--- src/rtl/edge_uart_tx_if.sv ---
// Pixel-in / UART-out signal bundle between the Sobel stage and edge_uart_tx.
interface edge_uart_tx_if;
  logic [7:0]  pix_in;
  logic        pix_valid;
  logic        frame_end;
  logic        tx;
  logic        busy;
  logic        fifo_full;
  logic        overflow;
  logic        frame_done;
  logic [15:0] sent_count;

  modport master (
    output pix_in, pix_valid, frame_end,
    input  tx, busy, fifo_full, overflow, frame_done, sent_count
  );

  modport slave (
    input  pix_in, pix_valid, frame_end,
    output tx, busy, fifo_full, overflow, frame_done, sent_count
  );
endinterface

--- src/rtl/edge_uart_tx.sv ---
// Sobel output stage: pixel FIFO feeding a UART 8N1 transmitter with frame-drain pulse.
// Optional macro EDGE_THRESH_EN binarises stored pixels against THRESH.
module edge_uart_tx #(
  parameter int unsigned BAUD_DIV   = 868,
  parameter int unsigned FIFO_DEPTH = 16,
  parameter int unsigned THRESH     = 200
) (
  input  logic           clk,
  input  logic           rstn,
  edge_uart_tx_if.slave  bus
);

  localparam int unsigned PTR_W = $clog2(FIFO_DEPTH);
  localparam int unsigned CNT_W = $clog2(FIFO_DEPTH + 1);
  localparam int unsigned TMR_W = 16;
  localparam logic [TMR_W-1:0] TMR_LOAD = TMR_W'(BAUD_DIV - 1);
  localparam logic [CNT_W-1:0] CNT_FULL = CNT_W'(FIFO_DEPTH);

  if (BAUD_DIV < 4 || BAUD_DIV > 65535 || FIFO_DEPTH < 2 || FIFO_DEPTH > 256 ||
      (FIFO_DEPTH & (FIFO_DEPTH - 1)) != 0 || THRESH > 255) begin : g_bad_param
    $error("edge_uart_tx: illegal parameter value");
  end

  typedef enum logic [1:0] {S_IDLE, S_START, S_DATA, S_STOP} state_t;

  state_t            r_state, w_state_nxt;
  logic [TMR_W-1:0]  r_tmr, w_tmr_nxt;
  logic [2:0]        r_bit, w_bit_nxt;
  logic [7:0]        r_shift, w_shift_nxt;
  logic              r_tx, w_tx_nxt;
  logic              r_busy, w_busy_nxt;
  logic              w_pop, w_char_done;

  logic [7:0]        r_mem [FIFO_DEPTH];
  logic [PTR_W-1:0]  r_wr_ptr, r_rd_ptr;
  logic [CNT_W-1:0]  r_count, w_count_nxt;
  logic              r_fifo_full, r_overflow;
  logic              w_full, w_empty, w_push, w_drop;
  logic [7:0]        w_store;

  logic              r_fe_d, r_done_arm, r_frame_done;
  logic              w_fe_rise, w_done_fire;
  logic [15:0]       r_sent_count;

`ifdef EDGE_THRESH_EN
  assign w_store = (32'(bus.pix_in) >= THRESH) ? 8'hFF : 8'h00;
`else
  assign w_store = bus.pix_in;
`endif

  assign w_full      = (r_count == CNT_FULL);
  assign w_empty     = (r_count == '0);
  // A pop on the same edge frees a slot, so a full FIFO still accepts.
  assign w_push      = bus.pix_valid & (~w_full | w_pop);
  assign w_drop      = bus.pix_valid & ~w_push;
  assign w_count_nxt = r_count + CNT_W'(w_push) - CNT_W'(w_pop);

  always_ff @(posedge clk) begin
    if (w_push) r_mem[r_wr_ptr] <= w_store;
  end

  always_ff @(posedge clk or negedge rstn) begin
    if (!rstn) begin
      r_wr_ptr    <= '0;
      r_rd_ptr    <= '0;
      r_count     <= '0;
      r_fifo_full <= 1'b0;
      r_overflow  <= 1'b0;
    end else begin
      if (w_push) r_wr_ptr <= r_wr_ptr + PTR_W'(1);
      if (w_pop)  r_rd_ptr <= r_rd_ptr + PTR_W'(1);
      r_count     <= w_count_nxt;
      r_fifo_full <= (w_count_nxt == CNT_FULL);
      if (w_drop) r_overflow <= 1'b1;
    end
  end

  // Transmit FSM state and registered line outputs.
  always_ff @(posedge clk or negedge rstn) begin
    if (!rstn) begin
      r_state <= S_IDLE;
      r_tmr   <= '0;
      r_bit   <= '0;
      r_shift <= '0;
      r_tx    <= 1'b1;
      r_busy  <= 1'b0;
    end else begin
      r_state <= w_state_nxt;
      r_tmr   <= w_tmr_nxt;
      r_bit   <= w_bit_nxt;
      r_shift <= w_shift_nxt;
      r_tx    <= w_tx_nxt;
      r_busy  <= w_busy_nxt;
    end
  end

  always_comb begin
    w_state_nxt = r_state;
    w_tmr_nxt   = r_tmr;
    w_bit_nxt   = r_bit;
    w_shift_nxt = r_shift;
    w_pop       = 1'b0;
    w_char_done = 1'b0;
    w_tx_nxt    = 1'b1;
    w_busy_nxt  = 1'b0;
    case (r_state)
      S_IDLE: begin
        if (!w_empty) begin
          w_pop       = 1'b1;
          w_shift_nxt = r_mem[r_rd_ptr];
          w_tmr_nxt   = TMR_LOAD;
          w_state_nxt = S_START;
        end
      end
      S_START: begin
        if (r_tmr == '0) begin
          w_tmr_nxt   = TMR_LOAD;
          w_bit_nxt   = 3'd0;
          w_state_nxt = S_DATA;
        end else begin
          w_tmr_nxt = r_tmr - TMR_W'(1);
        end
      end
      S_DATA: begin
        if (r_tmr == '0) begin
          w_tmr_nxt   = TMR_LOAD;
          w_shift_nxt = {1'b0, r_shift[7:1]};
          if (r_bit == 3'd7) begin
            w_state_nxt = S_STOP;
          end else begin
            w_bit_nxt = r_bit + 3'd1;
          end
        end else begin
          w_tmr_nxt = r_tmr - TMR_W'(1);
        end
      end
      S_STOP: begin
        if (r_tmr == '0) begin
          w_char_done = 1'b1;
          // The idle decision is taken on the stop-exit edge so queued pixels follow with no gap.
          if (!w_empty) begin
            w_pop       = 1'b1;
            w_shift_nxt = r_mem[r_rd_ptr];
            w_tmr_nxt   = TMR_LOAD;
            w_state_nxt = S_START;
          end else begin
            w_state_nxt = S_IDLE;
          end
        end else begin
          w_tmr_nxt = r_tmr - TMR_W'(1);
        end
      end
      default: w_state_nxt = S_IDLE;
    endcase

    case (w_state_nxt)
      S_START: w_tx_nxt = 1'b0;
      S_DATA:  w_tx_nxt = w_shift_nxt[0];
      default: w_tx_nxt = 1'b1;
    endcase
    w_busy_nxt = (w_state_nxt != S_IDLE);
  end

  assign w_fe_rise   = bus.frame_end & ~r_fe_d;
  assign w_done_fire = r_done_arm & w_empty & (r_state == S_IDLE) & ~bus.pix_valid;

  // Frame-end latch, drain pulse and character counter.
  always_ff @(posedge clk or negedge rstn) begin
    if (!rstn) begin
      r_fe_d       <= 1'b0;
      r_done_arm   <= 1'b0;
      r_frame_done <= 1'b0;
      r_sent_count <= '0;
    end else begin
      r_fe_d       <= bus.frame_end;
      r_frame_done <= w_done_fire;
      if (w_fe_rise)        r_done_arm <= 1'b1;
      else if (w_done_fire) r_done_arm <= 1'b0;
      if (w_char_done) r_sent_count <= r_sent_count + 16'd1;
    end
  end

  assign bus.tx         = r_tx;
  assign bus.busy       = r_busy;
  assign bus.fifo_full  = r_fifo_full;
  assign bus.overflow   = r_overflow;
  assign bus.frame_done = r_frame_done;
  assign bus.sent_count = r_sent_count;

endmodule

--- src/flat_wrapper.sv ---
// flat-port wrapper written by rule: the top's interface ports become plain ports
module edge_uart_tx_flat 
#(
  parameter int unsigned BAUD_DIV   = 868,
  parameter int unsigned FIFO_DEPTH = 16,
  parameter int unsigned THRESH     = 200
)
  (clk, rstn, bus_pix_in, bus_pix_valid, bus_frame_end, bus_tx, bus_busy, bus_fifo_full, bus_overflow, bus_frame_done, bus_sent_count);
  edge_uart_tx_if bus_i ();
  input  logic clk;
  input  logic rstn;
  input wire logic [$bits(bus_i.pix_in)-1:0] bus_pix_in;
  input wire logic [$bits(bus_i.pix_valid)-1:0] bus_pix_valid;
  input wire logic [$bits(bus_i.frame_end)-1:0] bus_frame_end;
  output wire logic [$bits(bus_i.tx)-1:0] bus_tx;
  output wire logic [$bits(bus_i.busy)-1:0] bus_busy;
  output wire logic [$bits(bus_i.fifo_full)-1:0] bus_fifo_full;
  output wire logic [$bits(bus_i.overflow)-1:0] bus_overflow;
  output wire logic [$bits(bus_i.frame_done)-1:0] bus_frame_done;
  output wire logic [$bits(bus_i.sent_count)-1:0] bus_sent_count;
  assign bus_i.pix_in = bus_pix_in;
  assign bus_i.pix_valid = bus_pix_valid;
  assign bus_i.frame_end = bus_frame_end;
  assign bus_tx = bus_i.tx;
  assign bus_busy = bus_i.busy;
  assign bus_fifo_full = bus_i.fifo_full;
  assign bus_overflow = bus_i.overflow;
  assign bus_frame_done = bus_i.frame_done;
  assign bus_sent_count = bus_i.sent_count;
  edge_uart_tx #(.BAUD_DIV(BAUD_DIV), .FIFO_DEPTH(FIFO_DEPTH), .THRESH(THRESH)) u_core (.clk(clk), .rstn(rstn), .bus(bus_i));
endmodule
--- config.mk ---
export PLATFORM = sky130hd
export DESIGN_NAME = edge_uart_tx_flat
export DESIGN_NICKNAME = d
export VERILOG_FILES = /design/src/rtl/edge_uart_tx_if.sv /design/src/rtl/edge_uart_tx.sv /design/src/flat_wrapper.sv
export SDC_FILE = /design/constraint.sdc
export NUM_CORES = 1
export LEC_CHECK = 0
export CORE_UTILIZATION = 45
export CTS_CLUSTER_DIAMETER = 30
export DETAILED_ROUTE_END_ITERATION = 7
export DONT_BUFFER_PORTS = 1
export PLACE_DENSITY = 0.66
export SLEW_MARGIN = 40
export SYNTH_ARGS = -nofsm -noshare
export SYNTH_HDL_FRONTEND = slang
export SYNTH_SLANG_ARGS = --single-unit
--- constraint.sdc ---
create_clock -name clk -period 4.56 [get_ports clk]
set_input_delay 0.912 -clock clk [delete_from_list [all_inputs] [get_ports clk]]
set_output_delay 0.912 -clock clk [all_outputs]
set_load 0.01 [all_outputs]
* Yosys cells after proc, flatten, opt, wreduce, memory -nomap -nowiden
Memories as Yosys holds them, arrays and structs flattened. Index checks and enable logic that the tools add are counted. Widths: inputs -> output; s select.
Cells by class: $add $sub $neg 7, multiply operators 0, div/mod/pow operators 0, magnitude comparators 0, equal/unequal tests 12, shift-type cells 0, muxes and demuxes 29, bitwise gates (word level) 11, reductions and logical operators 10
Operators with widths (number):
- $mux 16 | 3
- $pmux 16 s3 | 1
- $mux 8 | 3
- $pmux 8 s3 | 1
- $add 16x1->16 const B | 1
- $logic_not 16->1 | 1
- $sub 16x1->16 const B | 1
- $eq 5x5->1 const B | 2
- $mux 2 | 5
- $mux 1 | 9
- $mux 3 | 3
- $add 4x1->4 const B | 2
- $pmux 2 s4 | 1
- $and 1x1->1 | 6
- $eq 2x2->1 const B | 3
- $ne 2x1->1 const B | 3
- $pmux 3 s2 | 1
- $reduce_bool 2->1 | 3
- $add 5x1->5 | 1
- $logic_not 5->1 | 1
- $sub 5x1->5 | 1
- $eq 2x1->1 const B | 2
- $not 1->1 | 4
- $pmux 1 s2 | 2
- other kinds (9) | 9
Storage, ports and cells: register bits after elaboration 65, latch bits 0, RAM bits 128, ROM bits 0, input bits 12, output and inout port bits 21, word-level logic and storage cells 86, memories kept 1
Memories:
- u_core.r_mem | words 16, width 8, read ports 1, clocked after memory_dff 0, wr ports 1, RTL line edge_uart_tx.sv:34 | logic [7:0] r_mem [FIFO_DEPTH];

* Logic depth before layout (Yosys ltp)
Gate-level depths: netlist (run 1).
depth in word-level cells 9, depth in mapped cells 17, gate-level depth less buffers 17

* Worst setup path before layout (run 1)
OpenSTA, ideal clock, no wires.
path type register to register, start register u_core.r_tmr[0], end register u_core.r_fifo_full (netlist: u_core.bus.fifo_full), setup time 120 ps, data arrival time 3027 ps, data required time 4440 ps, slack 1414 ps, cell stages (with the launch flop) 18, path buffers 0, clock period less this slack 3146 ps, cell sequence dfrtp_1 > inv_1 > ha_1 > nor3b_2 > and4_1 > a21oi_1 > nor3_2 > ha_1 > inv_1 > ha_1 > inv_1 > fa_1 > inv_1 > a21oi_1 > nor2_1 > nor2_1 > xnor2_1 > and3b_1
On the way: cells in the longest elaborated chain, start to end 8
Ends and longest elaborated chain:
- start: declaration | RTL line edge_uart_tx.sv:27 | logic [TMR_W-1:0] r_tmr, w_tmr_nxt;
- start signal: assignment | RTL line edge_uart_tx.sv:89 | r_tmr <= w_tmr_nxt;
- $logic_not 16->1 * | RTL line edge_uart_tx.sv:138 | if (r_tmr == '0) begin
- $mux 1 * | RTL line edge_uart_tx.sv:138
- $pmux 1 s2 * | RTL line edge_uart_tx.sv:106 | case (r_state)
- named net u_core.w_pop | RTL line edge_uart_tx.sv:32 | logic w_pop, w_char_done;
- $or 1x1->1 | RTL line edge_uart_tx.sv:54 | assign w_push = bus.pix_valid & (~w_full | w_pop);
- $and 1x1->1 | RTL line edge_uart_tx.sv:54
- $add 5x1->5 | RTL line edge_uart_tx.sv:56 | assign w_count_nxt = r_count + CNT_W'(w_push) - CNT_W'(w_pop);
- $sub 5x1->5 * | RTL line edge_uart_tx.sv:56
- named net u_core.w_count_nxt[4] | RTL line edge_uart_tx.sv:36 | logic [CNT_W-1:0] r_count, w_count_nxt;
- $eq 5x5->1 * | RTL line edge_uart_tx.sv:73 | r_fifo_full <= (w_count_nxt == CNT_FULL);
- end signal: assignment | RTL line edge_uart_tx.sv:73
- end: declaration | RTL line edge_uart_tx.sv:37 | logic r_fifo_full, r_overflow;
Mark *: on every way through the listed nets, which the timed path passes. The rest lies on a longest branch. A chain may end at the register's enable or synchronous reset.

* Worst setup path after layout (run 1)
Same ends and word-level chain as after synthesis.

==> flow_metrics.tcl, run 1 <==
set metrics [dict create \
    outcome "finished, violations left" \
    violations "design-rule violations" \
    worstReg2RegEnd "u_core.bus.fifo_full$_DFF_PN0_" \
    final_nets 600 \
    crit_fanout 12 \
    synth-seq-cells 193 \
    synth_top_area_share_pct 45.8 \
    regArea_mm2 0.00548 \
    dr.pass1.iters 7 \
    cpPeakStageDelay_ns 0.41 \
    crit_type "register to register" \
    via_count 4773 \
    multi_input_area_mm2 0.00273 \
    finalSetupViolations 0 \
    root_buffer "clkbuf_16" \
    cts_buffers 17 \
    start_kind "register" \
    viasPerCell 5.91 \
    synth_edf_count 128 \
    rsz0062_at_grt "no" \
    wl_um 15900 \
    grt_max_degree 66 \
    synth_area_leader_cell "edfxtp_1" \
    grt_first_pass_wirelength_um 25600 \
    fp.dieW_um 139 \
    tns_ns 0 \
    die_h_um 139 \
    ys.flop_type "edfxtp_1" \
    yosysSeqAreaShare_pct 65.2 \
    drt_iter0_markers 285 \
    cts_hold_buf 0 \
    regToRegSetupSlack_ns 0.75 \
    dieArea_mm2 0.0192 \
    drc 12 \
    cts_buffer_depth 2 \
    ctsResizeCount 0 \
    grt_remaining_overflow 0 \
    worstMarginPinSlew_ns 0.862 \
    ys_warn_count 0 \
    grt_pass1_vias 4688 \
    clkTransAtPathRegs_ns 0.07 \
    routedWlPerCell_um 19.6 \
    p_leak_nw 3.33 \
    drive_gt1_share_pct 16.1 \
    place_hpwl_um 10500 \
    avgSynthCellArea_um2 14.9 \
    p_per_area_mw_per_mm2 431 \
    drv_cap 0 \
    io_buffer_count 0 \
    antenna_left 0 \
    critPathSlowestCell "dfrtp_1" \
    ys_top_cells_by_area "edfxtp_1 46%, dfrtp_1 19%, mux4_2 8.6%" \
    ir_drop_mv 0.292 \
    crit_chain "inv_1 > ha_1 > nor3b_2 > and4_1 > buf_4 > a21oi_1 > nor3_2 > ha_1 > inv_1 > ha_1 > inv_1 > fa_1 > inv_1 > a21oi_1 > nor2_1 > nor2_1 > xnor2_1 > and3b_1" \
    grt_usage_pct 17.6 \
    synthCells 562 \
    clock_skew_ns 0.0173 \
    path_common_cell "inv_1" \
    antenna_found_initial 0 \
    min_period_over_period_pct 83.5 \
    nFillCells 1456 \
    syn-num-nets 595 \
    area_growth_syn_to_layout_pct 9.44 \
    totalPowerFinal_mw 3.96 \
    fp.coreArea_mm2 0.0181 \
    max_freq_mhz 263 \
    rows 49 \
    drv_slew 0 \
    num_antenna_cells 0 \
    numClockSinks 193 \
    start_util_pct 46.4 \
    cts_htree_levels 4 \
    fin_crit_ns 3.81 \
    synth.most_common_cell "edfxtp_1" \
    cts_setup_buffers 0 \
    clk_latency_ns 0.44 \
    relSlewSlack_pct 42.3 \
    hold_viol 0 \
    arrival_ns 4.12 \
    async_reset_ff_share_pct 33.7 \
    worstRegToRegCells 18 \
    synthesis.area_mm2 0.00839 \
    io_pins 33 \
    place_congestion 0.859 \
    fin_util_pct 50.8 \
    yosys-top-cells-count "128 x edfxtp_1, 64 x dfrtp_1, 42 x nor2_1, 32 x mux4_2, 28 x nand2_1" \
    required_ns 4.87 \
    critPathCaptureType "register" \
    synth.distinct_cells 65 \
    hold_class "primary input to async pin" \
    reg2reg_from "u_core.r_tmr[0]$_DFF_PN0_" \
    cts_tree "done" \
]
[layout by cell type, fill, tap and decap left out, drive strengths merged, types with 4 or more instances in the layout]
cell type / Yosys / final
nand4: 11 / 11
a31oi: 5 / 5
nand2: 28 / 28
nor3: 16 / 16
o21ai: 24 / 24
a21oi: 18 / 18
edfxtp: 128 / 128
mux4: 35 / 35
or2: 5 / 5
nor2: 43 / 43
nor4: 6 / 6
and3: 7 / 7
o22a: 4 / 4
inv: 23 / 27
a22oi: 4 / 4
buf: 11 / 8
dfrtp: 64 / 64
xnor2: 20 / 20
a22o: 8 / 8
xor2: 7 / 7
clkbuf: 11 / 19
nand2b: 7 / 7
nand3: 14 / 14
clkinv: 0 / 6
ha: 20 / 20
nor2b: 4 / 4
[worst max path at each step]
stage                              startpoint  slack [ns]  cells after the start                              to
finish              u_core.r_tmr[0]$_DFF_PN0_        0.75                     18  u_core.bus.fifo_full$_DFF_PN0_
global route        u_core.r_tmr[0]$_DFF_PN0_        0.49                     18  u_core.bus.fifo_full$_DFF_PN0_
CTS                 u_core.r_tmr[0]$_DFF_PN0_        0.74                     18  u_core.bus.fifo_full$_DFF_PN0_
detailed placement  u_core.r_tmr[0]$_DFF_PN0_        0.74                     18  u_core.bus.fifo_full$_DFF_PN0_
global placement    u_core.r_tmr[0]$_DFF_PN0_        1.04                     18  u_core.bus.fifo_full$_DFF_PN0_
floorplan           u_core.r_tmr[0]$_DFF_PN0_        1.41                     17  u_core.bus.fifo_full$_DFF_PN0_
[metrics by stage]
stage / setup slack [ns] / instances / hold WS [ns] / instance area, µm²
floorplan: 1.41 / 562 / 0.400 / 8390
CTS: 0.738 / 808 / 0.149 / 9170
detailed placement: 0.740 / 777 / 0.422 / 8630
finish: 0.753 / 808 / 0.173 / 9180
global placement: 1.04 / 777 / 0.414 / 8620
global route: 0.490 / 808 / 0.150 / 9180
[power breakdown]
group          switching, mW  leakage (nW)  total, mW  internal, mW
registers             0.0985          1.96       2.14          2.04
logic                  0.271          1.12      0.453         0.182
clock network          0.655         0.256       1.36         0.708
total                   1.02          3.33       3.96          2.93
[registers in the layout, indices dropped and copies added (netlist names), 2 cells and up]
name / flops
u_core.r_mem: 128
u_core.bus.sent_count: 16
u_core.r_tmr: 16
u_core.r_shift: 8
u_core.r_count: 5
u_core.r_rd_ptr: 4
u_core.r_wr_ptr: 4
u_core.r_bit: 3
u_core.r_state: 2
[kinds of logic (layout without fill, tap and decap cells)]
logic type               after synthesis  in the layout  synth area share, %
XOR/XNOR                              27             27                 2.82
adder cells (fa/ha/maj)               21             21                 3.22
AND/OR/NAND/NOR                      152            152                 9.37
AO/OA/AOI/OAI                         86             86                 6.97
buffers and inverters                 45             62                 2.46
flip-flops                           193            193                 65.2
multiplexers                          38             38                 9.92
[routing by layer]
metal / vias up / routed length [µm] / track usage (%)
met5: - / 0 / 0
met1: 2458 / 7020 / 23.5
met3: 14 / 888 / 3.98
met2: 144 / 7780 / 28.7
li1: 2157 / - / -
met4: 0 / 181 / 6.09
[cell type report]
cell class / count / share of cell area (%)
Clock inverter: 12 / 1.15
Sequential cell: 193 / 59.7
Inverter: 23 / 0.941
Multi-Input combinational cell: 324 / 29.8
Timing Repair Buffer: 8 / 0.654
Tap cell: 229 / 3.12
Clock buffer: 19 / 4.72
[worst max-delay path: cells and delay by family, from the launching register on]
family,cells,cell delay [ns]
buffers and inverters,5,0.46
xor gates and xnor gates,1,0.14
DFF,1,0.41
adders and majority gates,4,1.05
and+or+nand+nor,6,1.34
AOI/OAI and AO/OA,2,0.27
Power figures use the tool's default switching activity.
==> run 2: changes to the inputs <==
==> constraint.sdc (replaced) <==
create_clock -name clk -period 3.7 [get_ports clk]
set_input_delay 0.74 -clock clk [delete_from_list [all_inputs] [get_ports clk]]
set_output_delay 0.74 -clock clk [all_outputs]
set_load 0.01 [all_outputs]
==> flow_metrics.tcl, run 2 (synthesis gave the netlist of run 1 again) <==
set metrics [dict create \
    switching_share_pct 25.4 \
    drv_cap 0 \
    via_count 4768 \
    whs_ns 0.142 \
    path_buf_inv 4 \
    tns_ns 0 \
    hold_viol 0 \
    dieArea_mm2 0.0192 \
    p_leak_nw 3.48 \
    place_congestion 0.827 \
    cts_buffer_depth 2 \
    layout_commonest_cell "edfxtp_1" \
    cpPeakStageDelay_ns 0.42 \
    grt_usage_pct 18.2 \
    io_buffer_count 0 \
    crit_chain "inv_1 > ha_1 > nor3b_2 > and4_1 > a21oi_1 > nor3_2 > ha_1 > inv_1 > ha_1 > inv_1 > fa_1 > inv_1 > a21oi_1 > nor2_1 > nor2_1 > xnor2_1 > and3b_1" \
    numClockSinks 193 \
    min_period_over_period_pct 86.8 \
    grt_max_degree 65 \
    clkTransAtPathRegs_ns 0.07 \
    cts_tree "done" \
    cts_htree_levels 4 \
    fp.dieW_um 139 \
    outcome "finished, violations left" \
    clk_latency_ns 0.43 \
    crit_fanout 6 \
    root_buffer "clkbuf_16" \
    start_kind "register" \
    antenna_left 0 \
    largest_register_ffs 128 \
    crit_family "simple AND/OR/NAND/NOR gates" \
    fin_crit_ns 3.21 \
    seq_power_share_pct 51.9 \
    routedWlPerCell_um 19.6 \
    p_per_area_mw_per_mm2 540 \
    netSwitchingPower_mw 1.28 \
    intPower_mw 3.78 \
    die_h_um 139 \
    clock_skew_ns 0.00920 \
    clockPowerShare_pct 36.8 \
    num_antenna_cells 0 \
    wl_um 16300 \
    start_util_pct 46.4 \
    finalSetupViolations 0 \
    grt_remaining_overflow 0 \
    required_ns 4.02 \
    fin_util_pct 51.9 \
    max_freq_mhz 311 \
    dr.pass1.iters 7 \
    relSlewSlack_pct 45.4 \
    viasPerCell 5.76 \
    io_pins 33 \
    arrival_ns 3.54 \
    antenna_found_initial 0 \
    area_growth_syn_to_layout_pct 11.9 \
    combPwrFrac_pct 11.4 \
    fp.coreArea_mm2 0.0181 \
    ir_drop_mv 0.517 \
    drv_slew 0 \
    ctsResizeCount 0 \
    critPathCaptureType "register" \
    grt_pass1_vias 4891 \
    violations "design-rule violations" \
    hold_class "primary input to async pin" \
    final_nets 619 \
    worstMarginPinSlew_ns 0.820 \
    critPathSlowestCell "dfrtp_1" \
    drc 12 \
    rsz0062_at_grt "no" \
    cts_buffers 17 \
    crit_type "register to register" \
    final_cell_mix "128 x edfxtp_1, 63 x dfrtp_1, 42 x nor2_1, 32 x mux4_2, 28 x nand2_1" \
    drt_iter0_markers 404 \
    rows 49 \
    drive_gt1_share_pct 17.7 \
    grt_first_pass_wirelength_um 26400 \
    regMostFlops "u_core.r_mem" \
    place_hpwl_um 10700 \
    path_common_cell "inv_1" \
]
[run 2: routing by layer]
layer	vias up	track usage, %	routed length (µm)
li1	2201	-	-
met1	2424	23.1	7050
met2	122	30.6	8150
met3	21	4.23	746
met4	0	6.62	306
met5	-	0	0
[run 2: repair_timing]
action	in CTS	in global routing
hold endpoints to repair	64	0
hold buffers	1	0
setup buffers	0	0
[run 2: layout make-up]
cell class | instances | area (µm²)
fillers | 1483 | 8700
flip-flops and latches | 193 | 5470
multi-input cells | 324 | 2720
clock buffers | 17 | 425
well taps | 229 | 287
repair buffers | 27 | 223
clock inverters | 15 | 176
inverters | 23 | 86.3
[run 2: worst register-to-register path, cell delays in order (launching register included)]
cell     delay [ns]
dfrtp_1        0.42
inv_1          0.11
ha_1           0.19
nor3b_2        0.32
and4_1         0.30
a21oi_1        0.11
nor3_2         0.16
ha_1           0.26
inv_1          0.05
ha_1           0.15
inv_1          0.06
fa_1           0.39
inv_1          0.07
a21oi_1        0.06
nor2_1         0.09
nor2_1         0.05
xnor2_1        0.12
and3b_1        0.19
[run 2: worst paths after layout]
path / startpoint / endpoint / slack [ns] / depth (start not counted)
setup / recovery: u_core.r_tmr[0]$_DFF_PN0_ / u_core.bus.fifo_full$_DFF_PN0_ / 0.49 / 17
setup reg to reg: u_core.r_tmr[0]$_DFF_PN0_ / u_core.bus.fifo_full$_DFF_PN0_ / 0.49 / 17
max in group asynchronous: rstn / u_core.r_rd_ptr[0]$_DFFE_PN0P_ / 3.22 / 1
hold reg to reg: u_core.r_fe_d$_DFF_PN0_ / u_core.r_done_arm$_DFFE_PN0P_ / 0.44 / 1
hold / removal: rstn / u_core.bus.tx$_DFF_PN1_ / 0.14 / 0
min in group clk: bus_frame_end / u_core.r_fe_d$_DFF_PN0_ / 0.34 / 0
[run 2: power by group through the flow]
stage | combinational [mW] | clock (mW) | sequential (mW)
floorplan | 0.429 | 0 | 2.62
global placement | 0.542 | 0 | 2.66
detailed placement | 0.564 | 0 | 2.67
CTS | 0.584 | 1.90 | 2.63
global route | 0.651 | 1.97 | 2.65
finish | 0.576 | 1.86 | 2.63
[run 2: metrics by stage]
stage	instance area (µm²)	power, mW	setup WS (ns)	instances
2_1_floorplan	8390	3.05	0.554	562
5_1_grt	9390	5.27	0.167	828
3_5_place_dp	8760	3.24	0.500	795
4_1_cts	9390	5.12	0.490	828
3_3_place_gp	8760	3.20	0.621	795
6_report	9390	5.07	0.487	828
